`config.mk`:
```
export PLATFORM = sky130hd
export DESIGN_NAME = mc14500b_seq
export DESIGN_NICKNAME = d
export VERILOG_FILES = /design/src/rtl/mc14500b_seq.sv
export SDC_FILE = /design/constraint.sdc
export NUM_CORES = 1
export LEC_CHECK = 0
export ABC_AREA = 1
export BUFFER_PORTS_ARGS = -buffer_cell sky130_fd_sc_hd__buf_2
export CORE_ASPECT_RATIO = 0.75
export CORE_MARGIN = 8
export CORE_UTILIZATION = 55
export DETAILED_ROUTE_END_ITERATION = 8
export GPL_ROUTABILITY_DRIVEN = 0
export GPL_TIMING_DRIVEN = 0
export PLACE_DENSITY = 0.89
export SLEW_MARGIN = 20
export SYNTH_ARGS = -nofsm -noshare
export SYNTH_HDL_FRONTEND = slang
export SYNTH_SLANG_ARGS = --single-unit
```
`constraint.sdc`:
```
create_clock -name i_clk -period 2.6 [get_ports i_clk]
set_input_delay 0.39 -clock i_clk [delete_from_list [all_inputs] [get_ports i_clk]]
set_output_delay 0.39 -clock i_clk [all_outputs]
set_load 0.02 [all_outputs]
```
`src/rtl/mc14500b_seq.sv`:
```
// Program sequencer for the mc14500b ICU: PC, synchronous-read ROM port and a
// hardware return stack, redirected by the ICU's JMP / RTN / FLGO strobes.
module mc14500b_seq #(
    parameter int AW          = 8,
    parameter int IOW         = 8,
    parameter int STACK_DEPTH = 4
) (
    input  logic                               i_clk,
    input  logic                               i_rst,
    output logic [AW-1:0]                      o_rom_addr,
    input  logic [IOW+3:0]                     i_rom_data,
    output logic [3:0]                         o_op,
    output logic [IOW-1:0]                     o_io_addr,
    output logic                               o_valid,
    output logic [AW-1:0]                      o_pc,
    input  logic                               i_jmp,
    input  logic                               i_rtn,
    input  logic                               i_flgo,
    output logic [$clog2(STACK_DEPTH+1)-1:0]   o_sp,
    output logic                               o_stk_err
);

    localparam int SPW  = $clog2(STACK_DEPTH + 1);
    localparam int IDXW = (STACK_DEPTH > 1) ? $clog2(STACK_DEPTH) : 1;
    localparam logic [3:0] OP_NOPF = 4'hF;

    logic [AW-1:0]   rom_addr;
    logic [AW-1:0]   pc;
    logic            valid;
    logic [SPW-1:0]  sp;
    logic            stk_err;
    logic [AW-1:0]   stack [STACK_DEPTH];

    logic            do_rtn;
    logic            do_jmp;
    logic            do_call;
    logic            pop_ok;
    logic            push_ok;
    logic            redirect;
    logic [SPW-1:0]  sp_m1;
    logic [IDXW-1:0] push_idx;
    logic [IDXW-1:0] pop_idx;
    logic [AW-1:0]   target;
    logic [AW-1:0]   ret_addr;

    // A bubble presents NOPF with a zero operand so downstream logic sees no effect.
    always_comb begin
        o_op      = valid ? i_rom_data[3:0] : OP_NOPF;
        o_io_addr = valid ? i_rom_data[IOW+3:4] : '0;
    end

    // NOTE: every signal gets an unconditional assignment at the top of the
    // block, so no path leaves a value held and no latch is inferred.
    always_comb begin
        do_rtn   = valid & i_rtn;
        do_jmp   = valid & i_jmp & ~i_rtn;
        do_call  = valid & i_flgo & ~i_rtn & ~i_jmp;
        pop_ok   = do_rtn && (sp != '0);
        push_ok  = do_call && (sp != SPW'(STACK_DEPTH));
        redirect = pop_ok | do_jmp | do_call;
        sp_m1    = sp - SPW'(1);
        push_idx = sp[IDXW-1:0];
        pop_idx  = sp_m1[IDXW-1:0];
        ret_addr = pc + AW'(1);
        target   = o_io_addr[AW-1:0];
        if (pop_ok) begin
            target = stack[pop_idx];
        end
    end

    // NOTE: state registers use non-blocking assignments so every flop samples
    // the pre-edge values regardless of statement order.
    always_ff @(posedge i_clk) begin
        if (i_rst) begin
            rom_addr <= '0;
            pc       <= '0;
            valid    <= 1'b0;
            sp       <= '0;
            stk_err  <= 1'b0;
        end else begin
            pc <= rom_addr;
            // A redirect discards the word already in flight from the ROM.
            if (redirect) begin
                rom_addr <= target;
                valid    <= 1'b0;
            end else begin
                rom_addr <= rom_addr + AW'(1);
                valid    <= 1'b1;
            end
            if (pop_ok) begin
                sp <= sp_m1;
            end else if (push_ok) begin
                sp <= sp + SPW'(1);
            end
            if ((do_rtn && !pop_ok) || (do_call && !push_ok)) begin
                stk_err <= 1'b1;
            end
        end
    end

    // NOTE: the stack array is deliberately not reset; clearing sp makes every
    // entry unreachable, and leaving the array out of reset keeps it plain storage.
    always_ff @(posedge i_clk) begin
        if (!i_rst && push_ok) begin
            stack[push_idx] <= ret_addr;
        end
    end

    assign o_rom_addr = rom_addr;
    assign o_pc       = pc;
    assign o_valid    = valid;
    assign o_sp       = sp;
    assign o_stk_err  = stk_err;

endmodule
```
==> summary.md, run 1 <==
| Metric | Value |
|---|---|
| Power after layout | `approximately 1800 µW` |
| Final Hold Fails | `0` |
| Hold Crit Class | `in -> reg` |
| Hold path depth | `2` |
| Worst-Margin Slew | `0.885 ns` |
| Outcome | `finished clean` |
| Pins Over Slew Limit | `0` |
| Leakage Power | `0.00146 µW` |
| Initial Utilization | `57.8%` |
| Layout Nets | `389` |
| Yosys top cell area share | `between 30% and 40%` |
| Gr usage total | `17.3%` |
| Largest net degree at the start of global routing | `18` |
| Antenna violations before repair | `0` |
| Critical path class | `reg -> reg` |
| Non-filler cells, final | `~420` |
| Die area | `approximately 7200 µm²` |
| Max-cap violations | `0` |
| R2R cell count | `7` |
| Core ar. | `4520 µm²` |
| TNS Setup | `0 ns` |
| Chip width | `95.6 µm` |
| Final period util | `between 90 and 100%` |
| Top Metal Used | `met4` |
| Post-placement cell count | `414` |
| Post-route ant nets | `0` |
| DR WL/cell | `14.3 µm` |
| CTS Buf Count | `5` |
| Cell area power density | `587 nW/µm²` |
| First-pass iteration count of the detailed router | `4` |
| Yosys Warn Count | `0` |
| Mean post-synth cell area | `8.48 µm²` |
| Avg Vias per Cell | `5.12` |
| PortBufs | `49` |
| Cells after synthesis | `308` |
| DR WL met2 | `just under 3000 µm` |
| VDD IR max | `approximately 420 µV` |
| Startpoint class of the critical path | `flip-flop` |
| Starting DRC count in detailed routing | `277` |
| F_max | `403 MHz` |
| Max Fanout on Critical Path | `12` |
| WL final | `6040 µm` |
| Clk_skew | `0.00970 ns` |
| Ratio of cells with drive above 1 in the final layout | `between 20% and 30%` |
| WP data arrival | `2.42 ns` |
| Detail Placement HPWL | `~4600 µm` |
| Reg area | `1380 µm²` |
| Seq/Total Area, Yosys | `between 50% and 60%` |
| FF+latch count, synth | `53` |
| Area after DPL | `2930 µm²` |
| Io pins | `50` |
| Max H-tree Level | `2` |
| DR DRC count | `0` |
| Area grow syn2layout | `15.6%` |
| Via count | `2161` |
| Worst-Skew Late Latency | `0.31 ns` |
| FP Rows | `21` |
| Final std cell area, no fill | `3020 µm²` |
| Met1 WL | `2580 µm` |
| Yosys cell types | `26` |
| Met3 WL | `534 µm` |
| Critical Path RT | `2.54 ns` |
| Commonest non-fill, non-tap cell in the layout | `nand2_1` |
| Root buffer cell | `clkbuf_8` |
| CTS tree | `built` |
| Maximum root-to-sink buffer count | `2` |
| Final setup vio count | `0` |
| Most frequent cells in the layout | `90 x nand2_1, 51 x buf_2, 43 x inv_1` |
| Clk sinks | `53` |
| Hold WS | `0.346 ns` |
| Syn_nets | `333` |
| Post-CTS setup buffers | `0` |
| Area of the multi-input gates | `1020 µm²` |
| Synthesized cell area | `2610 µm²` |
| Fillers | `approximately 360` |
| # diodes | `0` |
| Post-CTS resize count | `0` |
| CP Capture Type | `flip-flop` |
| Cts hold-fix bufs | `0` |
| Clock transition at path regs | `0.10 ns` |
| Total grt overflow | `0` |
| Fin crit period | `about 2.5 ns` |
| Synth area leader | `edfxtp_1` |
| Rel. slew slack | `40.8%` |
| Vias in the first global route | `2097` |
| Die H | `75.7 µm` |
| RSZ-0062 raised after global routing | `yes` |
| Area contributors post-synth | `edfxtp_1 37%, dfxtp_1 16%, nand2_1 13%` |
| First-pass GRT wire length | `9590 µm` |
-- layout make-up --
type	count	area share [%]
Clock buffer	5	2.28
Buffer	7	1.57
Clock inverter	3	0.705
Sequential cell	53	45.8
Tap cell	57	2.36
Timing Repair Buffer	49	8.12
Multi-Input combinational cell	204	33.7
Inverter	44	5.55
-- worst paths after layout --
check,from,to,slack [ns]
worst min-delay path,i_rst,o_valid,0.35
worst max register to register,o_sp[0],stack[2][4],0.12
worst min register to register,o_rom_addr[1],o_pc[1],0.47
worst max-delay path,o_sp[0],stack[2][4],0.12
-- critical path: stages (launching register included) --
cell and delay, ns:
dfxtp_1 0.41, buf_4 0.21, inv_4 0.08, buf_2 0.21, ha_1 0.24, nand2_1 0.09
nand3_1 0.15, nor2_1 0.71
-- report_power, final --
group	switching, µW	internal (µW)
clock network	279	192
logic	234	118
registers	28.1	920
total	541	1230
-- synthesized netlist by cell type, drive strengths merged --
library cell and instances:
o21ai 7, or2 4, nand4 2, nor3 1, and2 1, buf 5, edfxtp 32, a21oi 2
clkbuf 2, xnor2 1, nor2 44, ha 8, xor2 6, o21bai 3, dfxtp 21, nand2 94
inv 44, nand3 31
-- cell families after synthesis --
| family | Yosys count | share of synthesized area [%] |
|---|---|---|
| and+or+nand+nor | 177 | 30.1 |
| DFF | 53 | 52.9 |
| buffers and inverters | 51 | 8.24 |
| AOI/OAI and AO/OA | 12 | 2.59 |
| adders and majority gates | 8 | 3.83 |
| xor gates and xnor gates | 7 | 2.35 |
-- registers in the layout (all words and copies together) (netlist names) --
name        cells
o_valid         1
o_pc            8
o_sp            3
stack          32
o_stk_err       1
o_rom_addr      8
-- layer usage --
metal  track usage, %  up-vias
met5                0        -
met4             3.74        0
met3             4.33        4
met2             29.1       73
met1             21.9     1007
li1                 -     1077
-- stage by stage --
| step | util (%) | worst slack, ns |
|---|---|---|
| 2_1_floorplan | - | 0.531 |
| 3_3_place_gp | 64.8 | 0.203 |
| 3_5_place_dp | 64.8 | 0.120 |
| 4_1_cts | 66.8 | 0.0923 |
| 5_1_grt | 66.8 | -0.00833 |
| 6_report | 66.8 | 0.118 |
No activity file was read; power rests on OpenSTA's default activity.
==> run 2, diff against run 1 <==
--- a/config.mk
+++ b/config.mk
@@ -7,7 +7,6 @@
 export LEC_CHECK = 0
 export ABC_AREA = 1
 export BUFFER_PORTS_ARGS = -buffer_cell sky130_fd_sc_hd__buf_2
-export CORE_ASPECT_RATIO = 0.75
 export CORE_MARGIN = 8
 export CORE_UTILIZATION = 55
 export DETAILED_ROUTE_END_ITERATION = 8
==> run 2 against run 1 <==
Clock skew is 0.0042 ns lower. Sequential cell count is the same. Worst setup slack improved by 0.024 ns. Worst hold slack improved by 0.012 ns. Global-route usage is 0.84 points lower. Cell area decreased by 0.25%. Sequential power is essentially flat. Largest cell class unchanged.
==> summary.md, run 2 (same netlist as run 1, synthesis figures left out) <==
| Metric | Value |
|---|---|
| Outcome | `finished clean` |
| Avg Vias per Cell | `5.14 (+0.34%)` |
| Critical Path RT | `2.53 ns (about the same)` |
| Leakage Power | `0.00146 µW (about the same)` |
| Antenna violations before repair | `0 (unchanged)` |
| Fin crit period | `2.46 ns (-0.0242 ns)` |
| Post-CTS setup buffers | `0 (unchanged)` |
| Non-filler cells, final | `419 (-0.71%)` |
| First-pass iteration count of the detailed router | `4 (unchanged)` |
| Final setup vio count | `0 (unchanged)` |
| CTS Buf Count | `5 (unchanged)` |
| Die area | `7210 µm² (-0.31%)` |
| Clk_skew | `0.00551 ns (-0.00419 ns)` |
| Rel. slew slack | `44.4% (+3.6 points)` |
| CTS tree | `built` |
| CP peak stage delay | `0.68 ns (-0.03 ns)` |
| Final Hold Fails | `0 (unchanged)` |
| Hold path startpoint | `i_rst` |
| Cts hold-fix bufs | `0 (unchanged)` |
| R2R cell count | `7 (unchanged)` |
| RSZ-0062 raised after global routing | `no` |
| RR Endpoint | `stack[2][2]` |
| CP Cell Sequence | `buf_4, inv_4, buf_2, ha_1, nand2_1, nand3_1, nor2_1` |
| Pins Over Slew Limit | `0 (unchanged)` |
| Vias in the first global route | `2022 (-3.6%)` |
| Most flops, register | `stack` |
| Final std cell area, no fill | `3010 µm² (-0.25%)` |
| Gr usage total | `16.4% (-0.84 points)` |
| First-pass GRT wire length | `9440 µm (-1.6%)` |
| F_max | `407 MHz (+0.98%)` |
| Die H | `84.9 µm (+12%)` |
| Ratio of cells with drive above 1 in the final layout | `20.0% (unchanged)` |
| Commonest non-fill, non-tap cell in the layout | `nand2_1` |
| Core ar. | `4660 µm² (+3.1%)` |
| Critical Path Start | `o_sp[0]` |
| Root buffer cell | `clkbuf_8` |
| PortBufs | `49 (unchanged)` |
| Via count | `2153 (-0.37%)` |
| WP data arrival | `2.39 ns (-0.03 ns)` |
| Largest net degree at the start of global routing | `17 (-1)` |
| # diodes | `0 (unchanged)` |
| FF-to-FF Start | `o_sp[0]` |
| Chip width | `84.9 µm (-11%)` |
| Hold WS | `0.357 ns (+0.0115 ns)` |
| Cell area power density | `583 nW/µm² (-0.65%)` |
| Final period util | `94.5% (-0.93 points)` |
| Reg-to-reg slack, setup | `0.14 ns (+0.02 ns)` |
| Critical path class | `reg -> reg` |
| Maximum root-to-sink buffer count | `2 (unchanged)` |
| Hold Crit Class | `in -> reg` |
| CP max stage cell | `nor2_1` |
| DR DRC count | `0 (unchanged)` |
| Max-cap violations | `0 (unchanged)` |
| WHS Endpoint | `o_valid` |
| WL final | `5980 µm (-0.88%)` |
| Power after layout | `1760 µW (-0.89%)` |
| VDD IR max | `373 µV (-11%)` |
| Io pins | `50 (unchanged)` |
| Initial Utilization | `56.1% (-1.8 points)` |
| Post-route ant nets | `0 (unchanged)` |
| CP Capture Type | `flip-flop` |
| Max Fanout on Critical Path | `12 (unchanged)` |
| Max reg flops | `32 (unchanged)` |
| TNS Setup | `0 ns (unchanged)` |
| Post-CTS resize count | `0 (unchanged)` |
| DR WL/cell | `14.3 µm (-0.17%)` |
| Area after DPL | `2930 µm² (-0.13%)` |
| Starting DRC count in detailed routing | `171 (-38%)` |
| Clock transition at path regs | `0.10 ns (about the same)` |
| Clk sinks | `53 (unchanged)` |
| Total grt overflow | `0 (unchanged)` |
| Most frequent cells in the layout | `90 x nand2_1, 51 x buf_2, 43 x inv_1` |
| Max H-tree Level | `2 (unchanged)` |
| Startpoint class of the critical path | `flip-flop` |
| Worst-Margin Slew | `0.831 ns (-0.0541 ns)` |
| Detail Placement HPWL | `4420 µm (-3.8%)` |
| Layout Nets | `389 (unchanged)` |
| Worst-Skew Late Latency | `0.30 ns (about the same)` |
| Area grow syn2layout | `15.3%` |
| Hold path depth | `2 (unchanged)` |
| FP Rows | `25 (+19%)` |
| Post-placement cell count | `411 (-0.72%)` |
## run 2: cell types whose count changed in the layout (fill, tap and decap cells not counted), sizes merged
cell,previous run,this run
clkinv,2,3
inv,45,44
## run 2: cell type report
type	instances	area, µm²
Timing Repair Buffer	49	245
Inverter	44	168
Clock buffer	5	68.8
Tap cell	54	67.6
Clock inverter	3	17.5
Sequential cell	53	1380
Buffer	7	47.5
Multi-Input combinational cell	204	1020
Fill cell	376	1650
## run 2: worst max path at each step
stage / slack, ns / end / depth (start not counted)
2_1_floorplan: 0.53 / stack[1][0] / 7
3_3_place_gp: 0.22 / stack[2][1] / 7
3_5_place_dp: 0.16 / stack[2][1] / 7
4_1_cts: 0.14 / stack[2][3] / 7
5_1_grt: 0.002 / stack[3][3] / 7
6_report: 0.14 / stack[2][2] / 7
## run 2: per-stage QoR
step / worst slack (ns) / utilization [%]
finish: 0.142 / 64.6
floorplan: 0.531 / -
detailed placement: 0.159 / 62.8
global placement: 0.222 / 62.8
global route: 0.00234 / 64.6
CTS: 0.138 / 64.6
## run 2: worst max-delay path, delay by kind of cell (launching register included)
kind / cells / cell delay [ns]
simple gates: 3 / 0.93
flops: 1 / 0.41
buf+inv: 3 / 0.51
fa+ha+maj: 1 / 0.24
## run 2: routing by layer
layer / track usage (%) / vias up / wire length, µm
met1: 19.3 / 981 / 2530
met3: 3.57 / 8 / 487
met2: 28.0 / 87 / 2860
met5: 0 / - / 0
li1: - / 1077 / -
met4: 7.28 / 0 / 99
## run 2: power breakdown
group | leakage [µW] | internal [µW] | total [µW] | switching (µW)
logic | 0.000953 | 118 | 354 | 235
clock network | 0.0000455 | 187 | 452 | 265
registers | 0.000465 | 920 | 950 | 29.8
==> run 3, diff against run 2 <==
--- a/config.mk
+++ b/config.mk
@@ -11,7 +11,7 @@
 export CORE_UTILIZATION = 55
 export DETAILED_ROUTE_END_ITERATION = 8
 export GPL_ROUTABILITY_DRIVEN = 0
-export GPL_TIMING_DRIVEN = 0
+export GPL_TIMING_DRIVEN = 1
 export PLACE_DENSITY = 0.89
 export SLEW_MARGIN = 20
 export SYNTH_ARGS = -nofsm -noshare
==> run 3 against run 2 <==
Clock power rose by 3%. Global-route usage barely moved. Cell area barely moved. Non-clock buffer count fell by 1. Sequential cell count did not move. Worst setup slack improved by 0.65 ns. Combinational power fell by 4%. Wire length fell by 4.2%. Critical endpoint is now o_rom_addr[2].
==> summary.md, run 3 (same netlist as run 1, synthesis figures left out) <==
| Metric | Value |
|---|---|
| Post-CTS resize count | `0 (unchanged)` |
| Most frequent cells in the layout | `90 x nand2_1, 49 x buf_2, 43 x inv_1` |
| Maximum root-to-sink buffer count | `2 (unchanged)` |
| Worst-Margin Slew | `0.455 ns (-0.376 ns)` |
| Clock transition at path regs | `0.10 ns (about the same)` |
| Fin crit period | `1.81 ns (-0.652 ns)` |
| PortBufs | `49 (unchanged)` |
| Root buffer cell | `clkbuf_8` |
| CP max stage cell | `dfxtp_1` |
| Antenna violations before repair | `0 (unchanged)` |
| Max-cap violations | `0 (unchanged)` |
| Non-filler cells, final | `418 (-0.24%)` |
| VDD IR max | `471 µV (+26%)` |
| WP data arrival | `2.06 ns (-0.33 ns)` |
| Layout Nets | `388 (-0.26%)` |
| Die area | `7210 µm² (unchanged)` |
| Post-placement cell count | `410 (-0.24%)` |
| Post-route ant nets | `0 (unchanged)` |
| First-pass GRT wire length | `9430 µm (about the same)` |
| Final period util | `69.5% (-25 points)` |
| WL final | `5730 µm (-4.2%)` |
| Outcome | `finished clean` |
| Util after Layout | `64.6% (about the same)` |
| CP Cell Sequence | `inv_4, ha_1, ha_1, inv_1, nand3_4, nand2_4, nand2_2, nor2_1, nand2_1, nand2_1` |
| Startpoint class of the critical path | `flip-flop` |
| FP Rows | `25 (unchanged)` |
| Cell area power density | `582 nW/µm² (-0.19%)` |
| Max reg flops | `32 (unchanged)` |
| # diodes | `0 (unchanged)` |
| Largest net degree at the start of global routing | `22 (+5)` |
| Die H | `84.9 µm (unchanged)` |
| Hold Crit Class | `in -> reg` |
| Io pins | `50 (unchanged)` |
| Detail Placement HPWL | `4430 µm (+0.14%)` |
| First-pass iteration count of the detailed router | `4 (unchanged)` |
| Area after DPL | `2920 µm² (about the same)` |
| Total grt overflow | `0 (unchanged)` |
| Ratio of cells with drive above 1 in the final layout | `20.6% (+0.60 points)` |
| Critical path class | `reg -> reg` |
| Area grow syn2layout | `15.3% (about the same)` |
| Clk_skew | `0.00669 ns (+0.00118 ns)` |
| Final std cell area, no fill | `3010 µm² (about the same)` |
| Hold WS | `0.441 ns (+0.0840 ns)` |
| Critical Path RT | `2.85 ns (+0.32 ns)` |
| Starting DRC count in detailed routing | `141 (-18%)` |
| CP Capture Type | `flip-flop` |
| Pins Over Slew Limit | `0 (unchanged)` |
| F_max | `554 MHz (+36%)` |
| Max Fanout on Critical Path | `21 (+9)` |
| CP top delay family | `simple AND/OR/NAND/NOR gates` |
| TNS Setup | `0 ns (unchanged)` |
| Chip width | `84.9 µm (unchanged)` |
| CTS Buf Count | `5 (unchanged)` |
| RSZ-0062 raised after global routing | `no` |
| WP buf/inv | `2 (-1)` |
| Max H-tree Level | `2 (unchanged)` |
| Leakage Power | `0.00146 µW (about the same)` |
| Final Hold Fails | `0 (unchanged)` |
| Rel. slew slack | `69.4% (+25 points)` |
| Most flops, register | `stack` |
| Via count | `2090 (-2.9%)` |
| Worst-Skew Late Latency | `0.31 ns (about the same)` |
| Vias in the first global route | `2084 (+3.1%)` |
| Final setup vio count | `0 (unchanged)` |
| CTS tree | `built` |
| Initial Utilization | `56.1% (unchanged)` |
| CP peak stage delay | `0.39 ns (-0.29 ns)` |
| DR DRC count | `0 (unchanged)` |
| Commonest non-fill, non-tap cell in the layout | `nand2_1` |
| Clk sinks | `53 (unchanged)` |
| Post-CTS setup buffers | `0 (unchanged)` |
| Cts hold-fix bufs | `0 (unchanged)` |
| Core ar. | `4660 µm² (unchanged)` |
| Gr usage total | `16.4% (-0.041 points)` |
| Avg Vias per Cell | `5.00 (-2.7%)` |
| DR WL/cell | `13.7 µm (-3.9%)` |
-- run 3: per-layer routing --
metal	global-route usage [%]	routed length, µm	up-vias
met3	5.02	471	15
met4	9.22	179	0
met5	0	0	-
li1	-	-	1071
met2	26.9	2650	91
met1	18.5	2440	913
-- run 3: power by group --
part           internal (µW)  switching [µW]  total [µW]  leakage [µW]
clock network            191             273         464     0.0000407
logic                    114             226         340      0.000958
registers                920            29.2         949      0.000465
total                   1220             528        1750       0.00146
-- run 3: path summary, 6_finish.rpt --
kind | slack (ns) | endpoint | start | cells past startpoint
max | 0.79 | o_rom_addr[2] | o_sp[0] | 10
min | 0.44 | o_pc[7] | i_rst | 2
max reg2reg | 0.79 | o_rom_addr[2] | o_sp[0] | 10
min reg2reg | 0.48 | o_pc[7] | o_rom_addr[7] | 2
-- run 3: per-stage QoR --
| stage | setup slack [ns] | total power (µW) |
|---|---|---|
| floorplan | 0.531 | 1210 |
| global placement | 0.836 | 1300 |
| detailed placement | 0.808 | 1310 |
| CTS | 0.777 | 1760 |
| global route | 0.659 | 1840 |
| finish | 0.793 | 1750 |
-- run 3: layout make-up --
type / instances / area (µm²)
clock buffers: 5 / 68.8
well taps: 54 / 67.6
fillers: 370 / 1650
flip-flops and latches: 53 / 1380
clock inverters: 3 / 21.3
inverters: 44 / 168
multi-input cells: 204 / 1020
repair buffers: 55 / 290
